--- src/rtl/imem_loader.sv ---
// imem_loader: byte-stream to instruction-RAM word loader.
// Accepts a length-prefixed byte stream (LEN_LO, LEN_HI, then 4*N payload
// bytes, little-endian), packs the payload into 32-bit words and issues
// one-cycle word writes at consecutive addresses from 0. Holds the CPU in
// stall while a load is in progress or after an aborted load.
// Optional feature: define IMEM_LOADER_CHECKSUM_EN to append a one-byte
// XOR checksum after the payload; a mismatch aborts the load.
module imem_loader #(
  parameter int DEPTH = 64
) (
  input  logic        clk,
  input  logic        reset,
  input  logic        start,
  input  logic        byte_valid,
  input  logic [7:0]  byte_data,
  output logic        byte_ready,
  output logic        we,
  output logic [31:0] wr_addr,
  output logic [31:0] wr_data,
  output logic        cpu_hold,
  output logic        done,
  output logic        error
);

  localparam int IDX_W = $clog2(DEPTH) + 1;
  localparam logic [15:0] DEPTH_W = 16'(DEPTH);

  typedef enum logic [2:0] {
    S_IDLE,
    S_LEN0,
    S_LEN1,
    S_DATA,
    S_DONE,
    S_ERR
`ifdef IMEM_LOADER_CHECKSUM_EN
    , S_CSUM
`endif
  } state_t;

  state_t             state_reg;
  state_t             state_next;

  logic [7:0]         len_lo_reg;
  logic [IDX_W-1:0]   last_idx_reg;
  logic [IDX_W-1:0]   word_idx_reg;
  logic [1:0]         byte_idx_reg;
  logic               we_reg;
  logic [31:0]        wr_addr_reg;
  logic [31:0]        wr_data_reg;
`ifdef IMEM_LOADER_CHECKSUM_EN
  logic [7:0]         xor_reg;
`endif

  logic               accept;
  logic               data_accept;
  logic               word_done;
  logic               last_word;
  logic [15:0]        len_full;
  logic               len_bad;
  logic [3:0]         lane_hit;

  // Handshake acceptance and word-boundary decode.
  assign accept      = byte_valid && byte_ready;
  assign data_accept = accept && (state_reg == S_DATA);
  assign word_done   = data_accept && (byte_idx_reg == 2'd3);
  assign last_word   = word_done && (word_idx_reg == last_idx_reg);
  assign len_full    = {byte_data, len_lo_reg};
  assign len_bad     = (len_full == 16'd0) || (len_full > DEPTH_W);

  // One write-enable per byte lane of the word being assembled.
  generate
    for (genvar gi = 0; gi < 4; gi++) begin : g_lane
      assign lane_hit[gi] = data_accept && (byte_idx_reg == 2'(gi));
    end
  endgenerate

  assign we      = we_reg;
  assign wr_addr = wr_addr_reg;
  assign wr_data = wr_data_reg;

  // Byte_ready depends on state only, so acceptance never loops through it.
  always_comb begin
    byte_ready = 1'b0;
    case (state_reg)
      S_LEN0, S_LEN1, S_DATA: byte_ready = 1'b1;
`ifdef IMEM_LOADER_CHECKSUM_EN
      S_CSUM:                 byte_ready = 1'b1;
`endif
      default:                byte_ready = 1'b0;
    endcase
  end

  // State register.
  always_ff @(posedge clk) begin
    if (reset) begin
      state_reg <= S_IDLE;
    end else begin
      state_reg <= state_next;
    end
  end

  // Next-state logic and status outputs.
  always_comb begin
    state_next = state_reg;
    cpu_hold   = 1'b0;
    done       = 1'b0;
    error      = 1'b0;
    case (state_reg)
      S_IDLE: begin
        if (start) state_next = S_LEN0;
      end
      S_LEN0: begin
        cpu_hold = 1'b1;
        if (accept) state_next = S_LEN1;
      end
      S_LEN1: begin
        cpu_hold = 1'b1;
        if (accept) state_next = len_bad ? S_ERR : S_DATA;
      end
      S_DATA: begin
        cpu_hold = 1'b1;
`ifdef IMEM_LOADER_CHECKSUM_EN
        if (last_word) state_next = S_CSUM;
`else
        if (last_word) state_next = S_DONE;
`endif
      end
`ifdef IMEM_LOADER_CHECKSUM_EN
      S_CSUM: begin
        cpu_hold = 1'b1;
        if (accept) state_next = (byte_data == xor_reg) ? S_DONE : S_ERR;
      end
`endif
      S_DONE: begin
        done = 1'b1;
        if (start) state_next = S_LEN0;
      end
      S_ERR: begin
        error    = 1'b1;
        cpu_hold = 1'b1;
        if (start) state_next = S_LEN0;
      end
      default: state_next = S_IDLE;
    endcase
  end

  // Datapath: length capture, word packing, write strobe generation.
  // Reset drops any write strobe that would otherwise appear next cycle.
  always_ff @(posedge clk) begin
    if (reset) begin
      len_lo_reg   <= '0;
      last_idx_reg <= '0;
      word_idx_reg <= '0;
      byte_idx_reg <= '0;
      we_reg       <= 1'b0;
      wr_addr_reg  <= '0;
      wr_data_reg  <= '0;
`ifdef IMEM_LOADER_CHECKSUM_EN
      xor_reg      <= '0;
`endif
    end else begin
      we_reg <= 1'b0;
      if (accept && (state_reg == S_LEN0)) begin
        len_lo_reg <= byte_data;
      end
      if (accept && (state_reg == S_LEN1)) begin
        last_idx_reg <= IDX_W'(len_full - 16'd1);
        word_idx_reg <= '0;
        byte_idx_reg <= '0;
`ifdef IMEM_LOADER_CHECKSUM_EN
        xor_reg      <= '0;
`endif
      end
      for (int i = 0; i < 4; i++) begin
        if (lane_hit[i]) wr_data_reg[8*i +: 8] <= byte_data;
      end
      if (data_accept) begin
        byte_idx_reg <= byte_idx_reg + 2'd1;
`ifdef IMEM_LOADER_CHECKSUM_EN
        xor_reg      <= xor_reg ^ byte_data;
`endif
      end
      if (word_done) begin
        we_reg       <= 1'b1;
        wr_addr_reg  <= {{(30-IDX_W){1'b0}}, word_idx_reg, 2'b00};
        word_idx_reg <= word_idx_reg + 1'b1;
      end
    end
  end

endmodule

--- config.mk ---
export PLATFORM = sky130hd
export DESIGN_NAME = imem_loader
export DESIGN_NICKNAME = d
export VERILOG_FILES = /design/src/rtl/imem_loader.sv
export SDC_FILE = /design/constraint.sdc
export NUM_CORES = 1
export LEC_CHECK = 0
export ABC_CLOCK_PERIOD_IN_PS = 1580
export BUFFER_PORTS_ARGS = -buffer_cell sky130_fd_sc_hd__buf_2
export CORE_UTILIZATION = 40
export CTS_CLUSTER_DIAMETER = 30
export CTS_CLUSTER_SIZE = 28
export DETAILED_ROUTE_END_ITERATION = 8
export HOLD_SLACK_MARGIN = 0.03
export PLACE_DENSITY = 0.78
export SLEW_MARGIN = 20
export SYNTH_ARGS = -nofsm -noshare
export SYNTH_HDL_FRONTEND = slang
export SYNTH_SLANG_ARGS = --single-unit
--- constraint.sdc ---
create_clock -name clk -period 1.58 [get_ports clk]
set_input_delay 0.079 -clock clk [delete_from_list [all_inputs] [get_ports clk]]
set_output_delay 0.079 -clock clk [all_outputs]
set_load 0.005 [all_outputs]
# Word level (Yosys, flattened, before mapping)
# Cells that the tools add are included.
[word_totals] regBits=67 inputBits=12 out_inout_bits=69 wordCells=62
[classes] addsub=3 order_cmp=1 n_eq_ne=13 muxes=15 reduce_logical=19
[op_table] cell="greater-than comparator 16 x 7 -> 1 bit, second input constant" n=1
[op_table] cell="zero test 16 bit" n=1
[op_table] cell="2-to-1 mux 3 bit" n=5
[op_table] cell="2-to-1 mux 7 bit" n=2
[op_table] cell="one-hot mux 3 bit (4 select lines)" n=1
[op_table] cell="logical AND 1 bit" n=9
[op_table] cell="adder 7 x 1 -> 7 bit, second input constant" n=1
[op_table] cell="== test 7 bit" n=1
[op_table] cell="subtractor 7 x 1 -> 7 bit, second input constant" n=1
[op_table] cell="== test 3 x 2 -> 1 bit, second input constant" n=2
[op_table] cell="== test 3 bit, second input constant" n=2
[op_table] cell="inequality test 2 bit, second input constant" n=3
[op_table] cell="OR reduction 3 bit" n=2
[op_table] cell="2-to-1 mux 1 bit" n=5
[op_table] cell="== test 2 bit, second input constant" n=2
[op_table] cell="2-to-1 mux 2 bit" n=2
[op_table] cell="AND reduction 4 bit" n=1
[op_table] cell="nonzero test 2 bit" n=2
[op_table] cell="OR reduction 4 bit" n=1
[op_table] cell="== test 3 x 1 -> 1 bit, second input constant" n=1
[op_table] cell="zero test 3 bit" n=1
[op_table] cell="adder 2 x 1 -> 2 bit, second input constant" n=1
[op_table] cell="== test 2 x 1 -> 1 bit, second input constant" n=1
[op_table] cell="zero test 2 bit" n=1
[op_table] cell="2 further kinds" n=2

# Longest topological paths before layout
[logic_depth] word_depth=9 depth_mapped=7 ltp_nobuf=5

# Worst setup path after synthesis
# Ideal clock, no wire load.
[synth_timing] path_kind="flip-flop to flip-flop" from="reg state_reg[2]" to="reg wr_addr_reg[2], in the netlist wr_addr[2]" setup_time_ps=70 arrival_ps=1397 path_slack_ps=112 stages_incl_launch_ff=7 period_less_slack_ps=1468 path_cell_list="dfxtp_1 > clkbuf_1 > and4b_1 > nand2_1 > clkbuf_1 > nand2_1 > a21oi_1"
[synth_via] elab_chain_len=6 elab_cells_between_ends=8 cone_classes="3 x eq/ne; 1 x mux; 4 x reduce/logical"
[synth_lines] item="start, declared" line_no="40" rtl="state_t state_reg;"
[synth_lines] item="start signal, assigned" line_no="98" rtl="state_reg <= state_next;"
[synth_lines] item="== test 3 x 2 -> 1 bit (tied with other cells)" line_no="64, 84"
[synth_lines] item="OR reduction 3 bit" line_no="84" rtl="case (state_reg)"
[synth_lines] item="2-to-1 mux 1 bit" line_no="84"
[synth_lines] item="logical AND 1 bit" line_no="63" rtl="assign accept = byte_valid && byte_ready;"
[synth_lines] item="logical AND 1 bit (*)" line_no="64" rtl="assign data_accept = accept && (state_reg == S_DATA);"
[synth_lines] item="logical AND 1 bit (*)" line_no="65" rtl="assign word_done = data_accept && (byte_idx_reg == 2'd3);"
[synth_lines] item="end signal, assigned" line_no="185" rtl="wr_addr_reg <= {{(30-IDX_W){1'b0}}, word_idx_reg, 2'b00};"
[synth_lines] item="end, declared" line_no="48" rtl="logic [31:0] wr_addr_reg;"
# Mark *: on every way between the ends. The rest lies on a longest branch, timed or not.
# A chain may end at the register's enable or synchronous reset.

# Worst setup path in the final report
[layout_timing] from="reg state_reg[2]" to="reg state_reg[0]"
[layout_via] elab_chain_len=9 elab_cells_between_ends=19 cone_classes="9 x eq/ne; 2 x mux; 8 x reduce/logical"
[layout_lines] item="== test 3 x 2 -> 1 bit (tied with other cells)" line_no="64, 84, 108"
[layout_lines] item="OR reduction 3 bit" line_no="84"
[layout_lines] item="2-to-1 mux 1 bit" line_no="84"
[layout_lines] item="logical AND 1 bit" line_no="63"
[layout_lines] item="logical AND 1 bit" line_no="64"
[layout_lines] item="logical AND 1 bit" line_no="65"
[layout_lines] item="logical AND 1 bit" line_no="66" rtl="assign last_word = word_done && (word_idx_reg == last_idx_reg);"
[layout_lines] item="inequality test 2 bit (no line)"
[layout_lines] item="AND reduction 4 bit (no line)"
# Parallel ways exist; a longest one is shown, timed or not.

==> results.toml <==
[run_status]
outcome = "finished, final reports clean"

[power_and_ir_drop]
ir_drop_v = 0.0004711
clkPwrFrac_pct = 33.5
sw_frac_of_total_pct = 29.80
p_sw_mw = 1.391
p_leak_nw = 1.579
power.internal_mw = 3.277
seq_power_share_pct = 41.5
pwr-share-comb_pct = 25.0
p_per_area_nw_per_um2 = 1245
fin_total_pwr_mw = 4.669

[routing]
ant_nets = 0
drtIter0Drc = 207
drc = 0
vias = 2839
wl_per_cell_um = 13.65
routed_wl_um = 7615
via_per_inst = 5.088
dr.pass1.iters = 5

[setup_path]
rrSetupSlack_ns = 0.09
critPathMaxFanout = 8
critical-path-slowest-cell = "dfxtp_1"
worstSetupPathType = "reg2reg"
crit_required_ns = 1.81
arrival_ns = 1.72
crit_path_end_kind = "flip-flop"
critPathLaunchType = "flip-flop"
crit_chain = "nand2b_1 -> buf_4 -> a221oi_2 -> a41o_1 -> a211oi_1"
critPathMaxStageDelay_ns = 0.43

[global_routing]
grt_usage_pct = 19.17
grt_pass1_wl_um = 12360
grt_max_degree = 35
grt_overflow = 0
first_global_vias = 2617
antenna_found_initial = 0

[logic_synthesis]
synth_top_area_cell = "dfxtp_1"
synth_top_area_share_pct = 43.47
synth-seq-cells = 67
syn_area_per_cell_um2 = 7.973
seq_area_frac_synth_pct = 43.47
synth_commonest_cells = "nand2_1 (80), dfxtp_1 (67), a21oi_1 (53)"
synthArstFlopShare_pct = 0
syn_inst = 387
synthMostInstantiatedCell = "nand2_1"
synth_edf_count = 0
netlist_area_um2 = 3085
yosysWarnings = 0
synth.distinct_cells = 40
yosys-top-cells-area = "dfxtp_1 (43%), nand2_1 (9.7%), a21oi_1 (8.6%)"
synth_top_flop_cell = "dfxtp_1"

[place]
port_buffers = 55
dp_slack_ns = 0.009334
placed_cells = 544
hpwl_um = 5335
gp_congestion = 0.8177

[timing]
fin_crit_ns = 1.494
timing.hold.ws_ns = 0.1388
max_clock_freq_mhz = 669.4
setup_viol = 0
fin_crit_sh_pct = 94.55
fin_skew_ns = 0.009761
setup_ws_ns = 0.08605
final_max_slew_viol_count = 0
finalHoldViolations = 0

[finish]
syn_to_final_growth_pct = 21.49
fin_cells = 558
fin_nets = 475
drive_gt1_share_pct = 23.53
n_antenna_cell = 0
largest_reg_flops = 32

[clock_network]
cts.sink_count = 67
cts_made_buffers = 9
cts_root_buf = "clkbuf_8"
cts_max_level = 3
clk_path_buf_depth = 2
clk_latency_ns = 0.34
clkTransAtPathRegs_ns = 0.06
cts_tree = "built"
hold_buffers = 0

[floorplan]
initial_utilization_pct = 41.87
dieArea_um2 = 8069
rows = 31
die_w_um = 89.83
fp.dieH_um = 89.83
ios = 81
coreArea_um2 = 7370

[worst_hold_path]
hold_class = "in2reg"

[flow_run]
cap_violations = 0
-- path summary, 6_finish.rpt --
check | from | endpoint | cells after the start
setup / recovery | state_reg[2] | state_reg[0] | 5
hold / removal | reset | word_idx_reg[0] | 2
hold reg to reg | wr_data[29] | wr_data[29] | 2
setup reg to reg | state_reg[2] | state_reg[0] | 5
-- stage by stage --
stage	area, µm²	setup TNS (ns)	util [%]
6_report	3749	0	50.87
5_1_grt	3749	-0.007897	50.87
4_1_cts	3730	0	50.61
3_5_place_dp	3515	0	47.69
3_3_place_gp	3515	0	47.69
2_1_floorplan	3176	0	-
-- layout make-up --
type / instances / area (µm²)
inverter: 8 / 30.03
clock buffer: 12 / 155.1
sequential: 67 / 1344
timing repair buffer: 81 / 495.5
clock inverter: 2 / 60.06
fill: 703 / 3621
multi-input combinational: 289 / 1540
tap: 99 / 123.9
-- power groups by stage --
stage | clock network (mW) | logic, mW | registers [mW]
after global routing | 1.66 | 1.30 | 1.95
after CTS | 1.58 | 1.13 | 1.92
final | 1.56 | 1.17 | 1.94
after floorplan | 0 | 0.807 | 1.90
after global placement | 0 | 1.08 | 1.96
after detailed placement | 0 | 1.11 | 1.96
-- critical path, delay by kind of cell (launching register included) --
family	cells	cell delay [ns]
DFF	1	0.43
buffers and inverters	1	0.16
AOI/OAI and AO/OA	3	0.58
and+or+nand+nor	1	0.21
-- routing by layer --
metal / global-route usage, % / share of wire (%) / vias up
met5: 0 / 0 / -
met2: 31.03 / 47 / 121
met3: 4.315 / 5.9 / 15
li1: - / - / 1401
met1: 24.30 / 45 / 1302
met4: 8.743 / 2.1 / 0
-- cell usage in the layout (no fill, tap or decap), types with 2 or more instances in the layout --
cell	count
or4_1	3
nand3_1	27
nand4b_1	2
dfxtp_1	65
clkbuf_8	11
xnor2_1	3
bufinv_16	2
a211oi_1	7
a21oi_1	53
and4_1	2
nor2_1	27
mux2_2	3
xor2_1	9
nand3b_1	4
nand4_1	2
nor3_1	8
and3b_1	2
buf_2	55
buf_12	2
dfxtp_2	2
a22oi_1	2
and3_1	2
conb_1	25
inv_1	8
nor4_2	2
o21ai_0	7
ha_1	6
nand2_1	80
buf_4	24
-- what timing repair did --
item / in CTS / in global routing
gates resized for setup: 0 / 6
setup buffers: 0 / 0
endpoints found under the setup margin: 0 / 35
-- kinds of logic after synthesis --
logic type,after synthesis,share of synthesized area (%)
simple gates,166,24.94
other cells,1,0.1215
xor+xnor,12,3.407
flops,67,43.47
fa+ha+maj,7,2.838
buf+inv,55,10.06
compound gates,76,14.07
mux,3,1.095
No activity file was read; power rests on OpenSTA's default activity.
